==> src/rtl/mem_param.sv <==
// Single-port synchronous memory: byte strobes, sequential clear after reset, read latency 1 or 2.
// Requests are taken when ready=1; ready stays low while the array is being cleared.
module mem_param #(
    parameter int DATA_W   = 8,
    parameter int ADDR_W   = 7,
    parameter int DEPTH    = 128,
    parameter int READ_LAT = 1
) (
    input  logic                  clk,
    input  logic                  rst,
    input  logic [ADDR_W-1:0]     addr,
    input  logic [DATA_W-1:0]     wdata,
    input  logic [DATA_W/8-1:0]   wstrb,
    input  logic                  w_en,
    input  logic                  r_en,
    output logic                  ready,
    output logic [DATA_W-1:0]     rdata,
    output logic                  rvalid,
    output logic                  err
);

    localparam int LANES = DATA_W / 8;
    localparam int IW    = (DEPTH > 1) ? $clog2(DEPTH) : 1;
    localparam logic [ADDR_W:0] DEPTH_V = (ADDR_W + 1)'(DEPTH);
    localparam logic [ADDR_W:0] LAST_V  = (ADDR_W + 1)'(DEPTH - 1);
    localparam logic [ADDR_W:0] ONE_V   = (ADDR_W + 1)'(1);

    typedef enum logic [1:0] {S_RESET, S_INIT, S_IDLE} state_t;

    state_t              state, state_nxt;
    logic [ADDR_W:0]     clr_cnt;
    logic [DATA_W-1:0]   mem [DEPTH];
    logic                in_range;
    logic                clearing;
    logic                wr_acc;
    logic                rd_acc;
    logic [DATA_W-1:0]   rd_word;
    logic                s1_vld;
    logic                s1_oob;
    logic [DATA_W-1:0]   s1_dat;

    assign in_range = ({1'b0, addr} < DEPTH_V);
    assign ready    = (state == S_IDLE);
    assign clearing = ~ready;
    assign wr_acc   = ready & w_en;
    assign rd_acc   = ready & r_en;
    // Out-of-range reads return zero rather than whatever aliases in the array.
    assign rd_word  = in_range ? mem[addr[IW-1:0]] : '0;

    always_comb begin
        state_nxt = state;
        case (state)
            S_RESET, S_INIT: state_nxt = (clr_cnt == LAST_V) ? S_IDLE : S_INIT;
            default:         state_nxt = S_IDLE;
        endcase
    end

    // The first edge out of reset already clears word 0, so RESET counts as INIT cycle 0.
    always_ff @(posedge clk) begin
        if (!rst) begin
            state   <= S_RESET;
            clr_cnt <= '0;
        end else begin
            state <= state_nxt;
            if (clearing) clr_cnt <= clr_cnt + ONE_V;
        end
    end

    always_ff @(posedge clk) begin
        if (rst) begin
            if (clearing) begin
                mem[clr_cnt[IW-1:0]] <= '0;
            end else if (wr_acc && in_range) begin
                for (int k = 0; k < LANES; k++) begin
                    if (wstrb[k]) mem[addr[IW-1:0]][8*k +: 8] <= wdata[8*k +: 8];
                end
            end
        end
    end

    // Array read happens before the same-edge write lands, giving read-first behaviour.
    always_ff @(posedge clk) begin
        if (!rst) begin
            s1_vld <= 1'b0;
            s1_oob <= 1'b0;
            s1_dat <= '0;
            rvalid <= 1'b0;
            rdata  <= '0;
            err    <= 1'b0;
        end else begin
            s1_vld <= rd_acc;
            s1_oob <= rd_acc & ~in_range;
            s1_dat <= rd_word;
            if (READ_LAT == 1) begin
                rvalid <= rd_acc;
                if (rd_acc) rdata <= rd_word;
                err    <= (rd_acc | wr_acc) & ~in_range;
            end else begin
                rvalid <= s1_vld;
                if (s1_vld) rdata <= s1_dat;
                err    <= s1_oob | (wr_acc & ~in_range);
            end
        end
    end

endmodule
==> config.mk <==
export PLATFORM = sky130hd
export DESIGN_NAME = mem_param
export DESIGN_NICKNAME = d
export VERILOG_FILES = /design/src/rtl/mem_param.sv
export SDC_FILE = /design/constraint.sdc
export NUM_CORES = 1
export LEC_CHECK = 0
export ABC_CLOCK_PERIOD_IN_PS = 4100
export CORE_MARGIN = 5
export CORE_UTILIZATION = 54
export CTS_CLUSTER_DIAMETER = 40
export DETAILED_ROUTE_END_ITERATION = 8
export GPL_ROUTABILITY_DRIVEN = 0
export GPL_TIMING_DRIVEN = 0
export PLACE_DENSITY = 0.76
export SYNTH_ARGS = -nofsm -noshare
export SYNTH_HDL_FRONTEND = slang
export SYNTH_SLANG_ARGS = --single-unit
==> constraint.sdc <==
create_clock -name clk -period 4.1 [get_ports clk]
set_clock_uncertainty 0.05 [all_clocks]
set_input_delay 0.615 -clock clk [delete_from_list [all_inputs] [get_ports clk]]
set_output_delay 0.615 -clock clk [all_outputs]
set_load 0.005 [all_outputs]
; ---- Word-level counts from Yosys, hierarchy flattened
; Memories as Yosys holds them, arrays and structs flattened. A register that Yosys moved wholly into a read port is not among the register bits.
; Index checks and enable logic that the tools add are counted.
[op_classes]
mux = 13
addsub = 1
n_eq_ne = 3
n_bitwise = 2
reduce_logical = 5
[ops]
columns = cell, n
row1 = $mux 1, 9
row2 = $add 8x1->8 const B, 1
row3 = $eq 8x7->1 const B, 1
row4 = $mux 8, 1
row5 = $reduce_or 8->1, 1
row6 = $mux 7, 1
row7 = $mux 2, 2
row8 = $and 1x1->1, 2
row9 = $eq 2x1->1 const B, 1
row10 = $eq 2x2->1 const B, 1
row11 = $logic_not 2->1, 1
row12 = $reduce_and 2->1, 1
row13 = $reduce_or 2->1, 1
row14 = $logic_not 1->1, 1
[totals]
ramBits = 1024
word_cells = 29
regBits = 11
in_bits = 20
output_inout_bits = 11
memories = 1
[memory_table]
columns = name, words, width, read_ports, rd_ports_with_merged_regs, wr, line_no
row1 = mem, 128, 8, 1, 1, 1, 32  ; logic [DATA_W-1:0] mem [DEPTH];

; ---- Depth between registers and ports, before layout
[depth]
word_depth = 8
depth_mapped = 12
mapped_depth_nobuf = 7

; ---- Worst setup path before layout
; OpenSTA, ideal clock, no wires.
[synth_timing]
kind = input-to-reg
startpoint = input rst
endpoint = memory mem[0][0], data pin
path_buffers = 1
path_stages = 4
setup_time_ps = 535
arrival_ps = 3025
slack_ps = 491
t_required_ps = 3515
cell_sequence = nand3_1 > nor2_1 > clkbuf_1 > and2_1
[synth_between]
elab_chain_cells = 4
[synth_lines]
columns = item, line_no
row1 = "start, declared", 10  ; input logic rst,
row2 = $mux 1, 70  ; if (rst) begin
row3 = $mux 1 (implied by the code), 75  ; if (wstrb[k]) mem[addr[IW-1:0]][8*k +: 8] <= wdata[8*k +: 8];
row4 = $reduce_or 8->1 (no source line), -
row5 = $mux 8 (no source line), -
row6 = "end, declared", 32
; No other way between the ends.

==> flow_metrics.tcl <==
set metrics [dict create \
    end_kind "flip-flop" \
    cp_cell_sequence "clkdlybuf4s50_1 > buf_2 > clkbuf_1 > buf_2 > mux2i_1 > a221oi_1 > a2111oi_1 > a211oi_1" \
    critPathTopFamily "buffers and inverters" \
    required_ps 4570 \
    wl_per_cell_um 32.4 \
    yosysTopAreaCellShare 0.750 \
    busiest_layer "met2" \
    final_cell_area_um2 47000 \
    hold_path.class "flip-flop to flip-flop" \
    ctsLongestPathBuffers 3 \
    numCtsBuffers 117 \
    path_buf_inv 4 \
    critPathMaxFanout 10 \
    crit_top_cell "buf_2" \
    rows 101 \
    synth_seq_cells 1043 \
    yosysMostFrequentCell "edfxtp_1" \
    peakVddDrop_v 0.000361 \
    yosysWarnings 0 \
    violations "setup timing" \
    synth_top_area_cell "edfxtp_1" \
    grt_pass1_wl_um 152000 \
    crit_path_start_kind "primary input" \
    remaining_drc_errors 0 \
    cts_sinks 1043 \
    drt-initial-drc-count 3069 \
    via_count 21500 \
    port_buffers 27 \
    vias_per_cell 6.66 \
    ant_nets 0 \
    io_pins 31 \
    clk_latency_ps 680 \
    synth_edf_count 1024 \
    worst-setup-path-type "primary input to flip-flop" \
    grtUsageTotal 0.257 \
    fmax_mhz 232 \
    slowest_stage "a2111oi_1" \
    synth.cell_area_um2 41000 \
    synthCells 1986 \
    syn_avg_cell_area_um2 20.6 \
    hpwl_um 66400 \
    cts_tree "yes" \
    ctsHtreeMaxLevel 3 \
    drive_above_1_share 0.260 \
    die_y_um 286 \
    area_delta_synth_final_pct 14.7 \
    drt_wl_total_um 105000 \
    synthArstFlopShare 0 \
    max_cap_viol_count 0 \
    total_leakage_power_uw 0.0169 \
    rsz0062_at_grt "false" \
    worstPathArrival_ps 4780 \
    syn-num-nets 2007 \
    grt_pass1_vias 21500 \
    netlist_top_cells_area "edfxtp_1 (75%), mux4_2 (13%), mux2i_1 (2.5%), nor2_1 (1.2%), dfxtp_1 (0.93%)" \
    dieArea_um2 81500 \
    fp.coreArea_um2 75600 \
    root_buffer "clkbuf_16" \
    dr.pass1.iters 7 \
    ys.flop_type "edfxtp_1" \
    status "complete, but fails checks" \
    synth-seq-area-share 0.759 \
    utilization 0.622 \
    powerDensity_nw_per_um2 493 \
    grt_max_degree 97 \
    ys_types 48 \
    worst_slew_pin_slew_ps 1430 \
    use_met2 0.393 \
    dpl-instance-area_um2 42700 \
    fin_crit_sh 1.05 \
    setup_viol 5 \
    fin_crit_ps 4310 \
    ys_top_cells_by_count "edfxtp_1 (1024), mux4_2 (234), nor2_1 (128), mux2i_1 (103), clkbuf_1 (49)" \
    antenna_found_initial 1 \
    setup_slack_ps -207 \
    start_util 0.542 \
    slew_headroom 0.0370 \
    slew_violations 0 \
    die_x_um 286 \
    final_nets 2169 \
    critPathMaxStageDelay_ps 980 \
    cts.reportedPaths.clkPinSlew_ps 60 \
    grt_use_met1 0.353 \
    overflow 0 \
    grt_util_met3 0.0785 \
    hold_viol_final 0 \
]
[layer usage]
| layer | wire length (um) | part of all wire |
|---|---|---|
| met5 | 0 | 0 |
| met4 | 4770 | 0.046 |
| met3 | 13200 | 0.13 |
| met2 | 48600 | 0.46 |
| met1 | 38200 | 0.36 |
[worst register-to-register path: stages, from the launching register on]
cell and delay, ps:
dfxtp_1 300, nand2b_1 80, clkbuf_1 320, or2_0 180, clkbuf_1 230, buf_2 270, nor3_1 70, a31oi_1 700
nand2b_1 430, buf_2 590, nor2_1 390
[registers in the layout, summed over array words and instances (netlist names)]
name,count
rvalid,1
state,2
rdata,8
clr_cnt,8
mem,1024
[path summary, 6_finish.rpt]
path	startpoint	end	slack [ps]	depth (start not counted)
hold reg to reg	state[1]	state[1]	500	2
setup reg to reg	state[0]	mem[56][7]	140	10
hold / removal	state[1]	state[1]	500	2
setup / recovery	addr[2]	rdata[1]	-210	8
[where the power goes]
group	switching [uW]	total [uW]	internal [uW]	leakage, uW
Combinational	497	787	290	0.00343
Sequential	8.39	11600	11500	0.0114
Clock	4400	10900	6460	0.00198
Total	4900	23200	18300	0.0169
[placed cells by master (no fill, tap or decap), types with 17 or more instances in the layout]
cell             Yosys  layout
nand2_1             29      29
mux4_2             234     234
mux2i_1            103     103
o22ai_1             21      21
nor3_1              29      22
nor2_1             128     112
clkbuf_16            0     120
a22oi_1             48      48
a21oi_1             31      31
clkinv_2             0      18
a211oi_1            18      18
clkdlybuf4s50_1      0      27
dfxtp_1             19      19
nor2b_1             18      18
clkinv_4             0      17
edfxtp_1          1024    1024
buf_4               10      18
clkbuf_1            49      53
buf_2               29      30
[layout make-up]
cell class	instances	area, um^2
multi-input cells	814	9200
well taps	978	1220
clock inverters	94	1060
flip-flops and latches	1043	31100
inverters	7	26.3
repair buffers	44	551
clock buffers	130	3050
plain buffers	121	791
diodes	1	2.50
fillers	4964	28500
[cell families after synthesis]
logic type | Yosys count | share of synthesized area
muxes | 351 | 0.158
DFF | 1043 | 0.759
and+or+nand+nor | 283 | 0.0328
buffers and inverters | 129 | 0.0199
other | 1 | 0.0000915
xor gates and xnor gates | 6 | 0.00128
AOI/OAI and AO/OA | 172 | 0.0286
adders and majority gates | 1 | 0.000305
[through the flow]
stage / TNS, ps / total power [uW] / setup WS, ps / hold slack [ps] / instances
floorplan: 0 / 12200 / 491 / 420 / 1986
detailed placement: -421890 / 12500 / -1200 / 472 / 2999
global placement: -2881170 / 12500 / -2710 / 438 / 2991
CTS: 0 / 23200 / 32.1 / 487 / 3228
global route: 0 / 23800 / 13.8 / 507 / 3231
finish: -559 / 23200 / -207 / 497 / 3232
[repair_timing]
action / in CTS / in global routing
hold buffers: 0 / 0
buffers inserted: 6 / 0
pin swaps: 6 / 0
setup endpoints to repair: 165 / 157
resized for setup: 27 / 10
Power figures use the tool's default switching activity.
